===== src/rtl/adc_frame_reader.sv =====
// adc_frame_reader
//   Read-side controller for the dual-clock ADC sample FIFO. While idle it
//   drains stale words. On start it captures frame_len_i consecutive words
//   and presents them as a valid/ready stream with a last-word marker.
//
//   Ports
//     clk_sys_i, rst_i       system clock, async active-high reset
//     start_i, frame_len_i   capture request and frame length (sampled on start)
//     fifo_empty_i           FIFO empty flag
//     fifo_data_i            FIFO dout, valid one cycle after an accepted read
//     fifo_rd_en_o           FIFO read enable
//     m_tdata_o/m_tvalid_o/m_tready_i/m_tlast_o   output stream
//     busy_o                 capture in progress
//     done_o                 one-cycle pulse after the last word is accepted
//     test_mode_i            (ADC_FRAME_READER_TEST_PATTERN_EN only) frame
//                            words are generated as {k, ~k} instead of read
//
//   Optional feature macro: ADC_FRAME_READER_TEST_PATTERN_EN
module adc_frame_reader #(
    parameter int unsigned LenWidth  = 16,
    parameter int unsigned DataWidth = 32
) (
    input  logic                 clk_sys_i,
    input  logic                 rst_i,
    input  logic                 start_i,
    input  logic [LenWidth-1:0]  frame_len_i,
`ifdef ADC_FRAME_READER_TEST_PATTERN_EN
    input  logic                 test_mode_i,
`endif
    input  logic                 fifo_empty_i,
    input  logic [DataWidth-1:0] fifo_data_i,
    output logic                 fifo_rd_en_o,
    output logic [DataWidth-1:0] m_tdata_o,
    output logic                 m_tvalid_o,
    input  logic                 m_tready_i,
    output logic                 m_tlast_o,
    output logic                 busy_o,
    output logic                 done_o
);

    typedef enum logic [1:0] {ST_IDLE, ST_RUN, ST_DONE} state_t;

    state_t                state_q, state_d;
    logic [LenWidth-1:0]   len_q, len_d;
    logic [LenWidth-1:0]   rd_cnt_q, rd_cnt_d;
    logic [LenWidth-1:0]   out_cnt_q, out_cnt_d;
    logic                  pend_q, pend_d;      // read issued last cycle
    logic                  disc_q, disc_d;      // that read belongs to the flush
    logic                  test_q;

    // Two-entry output buffer: head entry drives the stream ports directly.
    logic [DataWidth-1:0]  head_data_q, head_data_d;
    logic                  head_vld_q, head_vld_d;
    logic                  head_last_q, head_last_d;
    logic [DataWidth-1:0]  skid_data_q, skid_data_d;
    logic                  skid_vld_q, skid_vld_d;
    logic                  skid_last_q, skid_last_d;

    logic                  rd_en_c;
    logic                  vrd_c;               // generated (test pattern) read
    logic                  room_c;
    logic                  pop_c;
    logic                  push_c;
    logic                  push_last_c;
    logic [DataWidth-1:0]  push_data_c;
    logic [15:0]           pat_idx_c;

`ifdef ADC_FRAME_READER_TEST_PATTERN_EN
    logic test_d;
    always_ff @(posedge clk_sys_i or posedge rst_i) begin
        if (rst_i) test_q <= 1'b0;
        else       test_q <= test_d;
    end
`else
    assign test_q = 1'b0;
`endif

    always_ff @(posedge clk_sys_i or posedge rst_i) begin
        if (rst_i) begin
            state_q     <= ST_IDLE;
            len_q       <= '0;
            rd_cnt_q    <= '0;
            out_cnt_q   <= '0;
            pend_q      <= 1'b0;
            disc_q      <= 1'b0;
            head_data_q <= '0;
            head_vld_q  <= 1'b0;
            head_last_q <= 1'b0;
            skid_data_q <= '0;
            skid_vld_q  <= 1'b0;
            skid_last_q <= 1'b0;
        end else begin
            state_q     <= state_d;
            len_q       <= len_d;
            rd_cnt_q    <= rd_cnt_d;
            out_cnt_q   <= out_cnt_d;
            pend_q      <= pend_d;
            disc_q      <= disc_d;
            head_data_q <= head_data_d;
            head_vld_q  <= head_vld_d;
            head_last_q <= head_last_d;
            skid_data_q <= skid_data_d;
            skid_vld_q  <= skid_vld_d;
            skid_last_q <= skid_last_d;
        end
    end

    always_comb begin
        state_d     = state_q;
        len_d       = len_q;
        rd_cnt_d    = rd_cnt_q;
        out_cnt_d   = out_cnt_q;
        head_data_d = head_data_q;
        head_vld_d  = head_vld_q;
        head_last_d = head_last_q;
        skid_data_d = skid_data_q;
        skid_vld_d  = skid_vld_q;
        skid_last_d = skid_last_q;
`ifdef ADC_FRAME_READER_TEST_PATTERN_EN
        test_d      = test_q;
`endif
        rd_en_c     = 1'b0;
        vrd_c       = 1'b0;
        busy_o      = 1'b0;
        done_o      = 1'b0;

        // Occupancy plus in-flight read must stay below two; a pop in this
        // cycle is deliberately not credited.
        room_c = ({1'b0, head_vld_q} + {1'b0, skid_vld_q} + {1'b0, pend_q}) < 2'd2;
        pop_c  = head_vld_q && m_tready_i;
        push_c = pend_q && !disc_q;

        // rd_cnt_q already counts the returning read, so its index is rd_cnt_q-1.
        pat_idx_c   = 16'(rd_cnt_q - LenWidth'(1));
        push_last_c = (rd_cnt_q == len_q);
        push_data_c = test_q ? DataWidth'({pat_idx_c, ~pat_idx_c}) : fifo_data_i;

        unique case (state_q)
            ST_IDLE: begin
                rd_en_c = !fifo_empty_i;
                if (start_i && (frame_len_i != '0)) begin
                    len_d     = frame_len_i;
                    rd_cnt_d  = '0;
                    out_cnt_d = '0;
`ifdef ADC_FRAME_READER_TEST_PATTERN_EN
                    test_d    = test_mode_i;
`endif
                    state_d   = ST_RUN;
                end
            end
            ST_RUN: begin
                busy_o = 1'b1;
                if ((rd_cnt_q < len_q) && room_c) begin
                    if (test_q) vrd_c   = 1'b1;
                    else        rd_en_c = !fifo_empty_i;
                end
                if (rd_en_c || vrd_c) rd_cnt_d = rd_cnt_q + LenWidth'(1);
                if (pop_c) begin
                    out_cnt_d = out_cnt_q + LenWidth'(1);
                    if (out_cnt_q == len_q - LenWidth'(1)) state_d = ST_DONE;
                end
            end
            ST_DONE: begin
                done_o  = 1'b1;
                state_d = ST_IDLE;
            end
            default: state_d = ST_IDLE;
        endcase

        // Reads issued outside RUN return stale data and are tagged discard.
        pend_d = rd_en_c || vrd_c;
        disc_d = (state_q != ST_RUN);

        if (pop_c) begin
            if (skid_vld_q) begin
                head_data_d = skid_data_q;
                head_last_d = skid_last_q;
                head_vld_d  = 1'b1;
                skid_vld_d  = push_c;
                if (push_c) begin
                    skid_data_d = push_data_c;
                    skid_last_d = push_last_c;
                end
            end else if (push_c) begin
                head_data_d = push_data_c;
                head_last_d = push_last_c;
            end else begin
                head_vld_d  = 1'b0;
            end
        end else if (push_c) begin
            if (!head_vld_q) begin
                head_data_d = push_data_c;
                head_last_d = push_last_c;
                head_vld_d  = 1'b1;
            end else begin
                skid_data_d = push_data_c;
                skid_last_d = push_last_c;
                skid_vld_d  = 1'b1;
            end
        end
    end

    // Keep the read strobe low while reset is held.
    assign fifo_rd_en_o = rd_en_c && !rst_i;
    assign m_tdata_o    = head_data_q;
    assign m_tvalid_o   = head_vld_q;
    assign m_tlast_o    = head_vld_q && head_last_q;

endmodule

===== config.mk =====
export PLATFORM = sky130hd
export DESIGN_NAME = adc_frame_reader
export DESIGN_NICKNAME = d
export VERILOG_FILES = /design/src/rtl/adc_frame_reader.sv
export SDC_FILE = /design/constraint.sdc
export NUM_CORES = 1
export LEC_CHECK = 0
export ABC_AREA = 1
export CORE_MARGIN = 4
export CORE_UTILIZATION = 41
export CTS_CLUSTER_SIZE = 16
export DETAILED_ROUTE_END_ITERATION = 7
export DONT_BUFFER_PORTS = 1
export HOLD_SLACK_MARGIN = 0.12
export PLACE_DENSITY = 0.55
export SLEW_MARGIN = 25
export SYNTH_ARGS = -nofsm -noshare
export SYNTH_HDL_FRONTEND = slang
export SYNTH_SLANG_ARGS = --single-unit

===== constraint.sdc =====
create_clock -name clk_sys_i -period 12.8 [get_ports clk_sys_i]
set_clock_uncertainty 0.1 [all_clocks]
set_input_delay 2.56 -clock clk_sys_i [delete_from_list [all_inputs] [get_ports clk_sys_i]]
set_output_delay 2.56 -clock clk_sys_i [all_outputs]
set_load 0.05 [all_outputs]

Word level (Yosys, flattened, before mapping). Index checks and enable logic that the tools add are counted.

Output and inout port bits: 37. Flip-flop bits (word level): 120. Logic and storage cells: 98.

Reduce and logical (&&, ||, !) cells: 25. Mux-type cells: 42. Equal/unequal tests: 12. Add/subtract/negate cells: 5. Order comparisons: 2.

Operators by type and width (count): two-way mux 32 bit (9); case mux 16 bit (2 select lines) (2); two-way mux 16 bit (3); adder 16 x 1 -> 16 bit, second input constant (2); == test 16 bit (2); two-way mux 1 bit (23); less-than comparator 16 bit (1); nonzero test 16 bit (1); subtractor 16 x 1 -> 16 bit, second input constant (1); AND reduction 3 bit (5); inequality test 2 bit, second input constant (5); nonzero test 2 bit (4); logical AND 1 bit (6); two-way mux 2 bit (3); AND reduction 2 bit (3); inequality test 2 x 1 -> 1 bit, second input constant (2); case mux 2 bit (2 select lines) (1); zero test 1 bit (3); inequality test 3 bit, second input constant (1); adder 1 x 1 -> 2 bit (1); adder 2 x 1 -> 2 bit (1); == test 2 x 1 -> 1 bit, second input constant (1); == test 2 bit, second input constant (1); zero test 2 bit (1); 3 further kinds (4).

Longest topological paths before layout.
Depth in word-level cells: 9. Gate-level depth with buffers: 14. Mapped depth without buffers: 14.

Worst setup path after synthesis. Ideal clock, no wire load.

Kind: input-to-output. Start point: in fifo_empty_i. End point: out fifo_rd_en_o. Required time: 10140 ps. Path buffers: 1. Stages on the path: 6. Arrival time: 3922 ps. Slack: 6218 ps. Path through: nor3_1 nand3_1 nor2_1 nand2_2 buf_2 a21oi_1.

Longest elaborated chain between the ends: 5.

Ends and longest elaborated chain: start, declared (line 30) `input logic fifo_empty_i,`; zero test 1 bit * (line 140, 155); two-way mux 1 bit (line 153) `if ((rd_cnt_q < len_q) && room_c) begin`; two-way mux 1 bit (line 138) `unique case (state_q)`; case mux 1 bit (2 select lines) * (line 138); logical AND 1 bit * (line 204) `assign fifo_rd_en_o = rd_en_c && !rst_i;`; end, declared (line 32) `output logic fifo_rd_en_o,`.

Mark *: on every way between the ends. The rest lies on a longest branch, timed or not. The select of a mux whose other input is x is not followed.

Final worst setup path. Same ends and word-level chain as after synthesis.

==> flow_metrics.py <==
metrics = {
    "sta": {
        "report.final.setup_viol": 0,
        "worst_hold_slack_ns": 0.391,
        "setup_total_negative_slack_ns": 0,
        "timing_hold_violations_final": 0,
        "timing_worst_slew_pin_value_ns": 1.04,
        "slew_violations": 0,
        "grt_setup_unrepaired": "no",
        "fmax_ghz": 0.151,
        "max-slew-margin-rel_pct": 30.8,
        "period_share_pct": 51.9,
        "period_minus_slack_ns": 6.64,
    },
    "global_routing": {
        "grt_pass1_vias": 4975,
        "number_of_antenna_violations_at_the_first_check_in_global_routing": 0,
        "grt-ovfl-total": 0,
        "grt_pass1_wl_microns": 25100,
        "globalRouteTotalUtil_pct": 17.7,
        "grt_max_degree": 65,
    },
    "final_layout": {
        "fin_nets": 851,
        "final_design_area_no_fill_sq_mm": 0.00716,
        "insertedDiodeCount": 0,
        "flow.area_growth_from_synthesis_pct": 12.1,
        "postLayoutCoreUtil_pct": 47.1,
        "layout-drive-gt1-share_pct": 8.85,
    },
    "pwr": {
        "clock_power_share_pct": 26.7,
        "power_density_mw_per_mm2": 265,
        "p_switching_mw": 0.826,
        "cell_internal_pwr_mw": 1.07,
        "fin_total_pwr_mw": 1.89,
        "power.static_leakage_nw": 3.39,
        "power_share_of_the_sequential_group_pct": 44.3,
        "pwr-share-comb_pct": 29.0,
        "ir_worst_vdd_v": 0.000114,
        "sw_frac_of_total_pct": 43.6,
    },
    "run": {
        "drv.max_cap_violation_count": 0,
    },
    "logic_synthesis": {
        "synthesis.instances": 780,
        "synth_sequential_area_ratio_pct": 47.0,
        "synthesis.nets": 853,
        "synth_ff_type": "sky130_fd_sc_hd__dfrtp_1",
        "synthesis.area_per_instance_sq_um": 8.18,
        "synth_top_area_cell": "sky130_fd_sc_hd__dfrtp_1",
        "async_set_or_reset_flop_fraction_in_the_synthesized_netlist_pct": 100,
        "ys_seq_elements": 120,
        "yosysWarnings": 0,
        "synth-edff-count": 0,
        "post_synth_num_cell_types": 37,
        "synth_area_leaders": "sky130_fd_sc_hd__dfrtp_1 47%, sky130_fd_sc_hd__nand2_1 9.5%, sky130_fd_sc_hd__nor2_1 5.8%, sky130_fd_sc_hd__inv_1 5.4%, sky130_fd_sc_hd__nand3_1 4.0%",
        "synth.top_cell.area_share_pct": 47.0,
        "post_synth_instance_area_sq_mm": 0.00638,
    },
    "placed_design": {
        "finalWeightedCongestion": 0.847,
        "hpwlAfterDp_microns": 10900,
        "io_buffers": 0,
        "placed_cell_area_sq_mm": 0.00652,
    },
    "cts": {
        "cts_made_buffers": 17,
        "cts_resized": 0,
        "cts.sinks": 120,
        "cts_setup_buffers": 0,
        "cts_tree": "built",
        "clock_tree.buffer_depth": 2,
        "clkTransAtPathRegs_ns": 0.05,
        "clock_h_tree_levels": 4,
        "clk-insertion-delay-late_ns": 0.41,
        "ctsRootBufferMaster": "sky130_fd_sc_hd__clkbuf_16",
        "cts_hold_buffers": 0,
    },
    "routing": {
        "drcViolationCount": 0,
        "routed_via_density": 5.30,
        "drt-wirelength-per-cell_microns": 15.6,
        "detail_route.first_pass.iterations": 5,
        "drtIter0Drc": 224,
        "vias": 5184,
        "wirelength_microns": 15300,
        "ant_nets": 0,
    },
    "setup_path": {
        "timing.reg2reg.setup_slack_ns": 10.03,
        "worst_ep_arrival_time_ns": 3.98,
        "sort_of_element_at_the_start_of_the_critical_path": "input pin",
        "cp-end-kind": "output port",
        "cp_max_fo": 15,
        "worst-setup-path-type": "input pin to output port",
        "cp_data_required_time_ns": 10.14,
    },
    "floorplanning": {
        "floorplan.core_area_sq_mm": 0.0152,
        "io-pin-count": 90,
        "core.rowCount": 45,
        "die_width_microns": 133,
        "start_util_pct": 42.0,
        "die_h_microns": 133,
        "floorplan.die_area_sq_mm": 0.0176,
    },
    "run_status": {
        "status": "complete, no violations",
    },
    "min_path": {
        "hold_class": "register to register",
    },
}
cells by family (layout without fill, tap and decap cells):
logic type	Yosys count	count (layout)	synth area share, %
buf+inv	120	131	7.51
simple gates	354	354	23.7
compound gates	117	117	10.4
fa+ha+maj	20	20	3.92
xor+xnor	32	32	4.39
mux	17	17	3.00
flops	120	120	47.0
routing by layer:
metal	vias to the layer above	share of wire, %	track usage [%]
li1	2558	-	-
met1	2469	48	24.8
met2	137	45	26.9
met3	20	6.1	4.71
met4	0	1.3	5.54
met5	-	0	0
worst max-delay path, cell delays in order:
cell and delay (ns):
sky130_fd_sc_hd__nor3_1 0.12, sky130_fd_sc_hd__nand3_1 0.10, sky130_fd_sc_hd__nor2_1 0.14, sky130_fd_sc_hd__nand2_2 0.20
sky130_fd_sc_hd__a21oi_1 0.85
state kept, by name, summed over array words and instances (netlist names):
| register | count |
|---|---|
| disc_q | 1 |
| head_last_q | 1 |
| len_q | 16 |
| m_tdata_o | 32 |
| m_tvalid_o | 1 |
| out_cnt_q | 16 |
| pend_q | 1 |
| rd_cnt_q | 16 |
| skid_data_q | 32 |
| skid_last_q | 1 |
| skid_vld_q | 1 |
| state_q | 2 |
synth_stat cells (4+ instances only):
cell and count:
sky130_fd_sc_hd__nor4_1 4, sky130_fd_sc_hd__nor3_1 16, sky130_fd_sc_hd__o21ai_0 46, sky130_fd_sc_hd__nand3_1 51
sky130_fd_sc_hd__xor2_1 25, sky130_fd_sc_hd__inv_1 92, sky130_fd_sc_hd__inv_2 4, sky130_fd_sc_hd__a21oi_1 27
sky130_fd_sc_hd__nand4_1 9, sky130_fd_sc_hd__nand2_1 162, sky130_fd_sc_hd__buf_2 10, sky130_fd_sc_hd__nor2_1 99
sky130_fd_sc_hd__ha_1 20, sky130_fd_sc_hd__clkbuf_1 9, sky130_fd_sc_hd__o22ai_1 32, sky130_fd_sc_hd__xnor2_1 7
sky130_fd_sc_hd__mux2_2 17, sky130_fd_sc_hd__dfrtp_1 120
area by class of cell:
type	instances	area, sq um
inverter	96	363
multi-input combinational	540	2900
clock inverter	11	171
clock buffer	21	460
fill	1483	8050
tap	188	235
timing repair buffer	3	22.5
sequential	120	3000
through the flow:
stage,setup WS (ns),cells
CTS,6.15,979
floorplan,6.22,780
finish,6.16,979
global placement,6.15,947
global route,6.00,979
detailed placement,6.15,947
path summary, 6_finish.rpt:
| path | endpoint | start | depth (start not counted) |
|---|---|---|---|
| worst min register to register | skid_data_q[5] | skid_data_q[5] | 2 |
| min in group asynchronous | pend_q | rst_i | 1 |
| worst max register to register | rd_cnt_q[15] | m_tvalid_o | 8 |
| worst max-delay path | fifo_rd_en_o | fifo_empty_i | 5 |
| worst min-delay path | skid_data_q[5] | skid_data_q[5] | 2 |
| max in group asynchronous | skid_data_q[27] | rst_i | 2 |
power by group through the flow:
stage	Sequential (mW)	Combinational (mW)	Clock [mW]
4_1_cts	0.839	0.557	0.519
6_report	0.838	0.550	0.506
2_1_floorplan	0.801	0.464	0
3_5_place_dp	0.845	0.554	0
3_3_place_gp	0.840	0.537	0
5_1_grt	0.858	0.638	0.537
cell usage in the layout, fill, tap and decap left out, drive strengths merged, types with 3 or more instances in the layout:
cell type,n
clkbuf,21
xor2,25
nand3,51
a21oi,27
o22ai,32
ha,20
a211oi,3
bufinv,4
mux2,17
nor4,4
clkinv,5
nor2,103
nand2,165
xnor2,7
dfrtp,120
o21ai,46
inv,96
nor3,20
buf,3
o31ai,3
nand4,9
(Power assumes the default switching activity.)
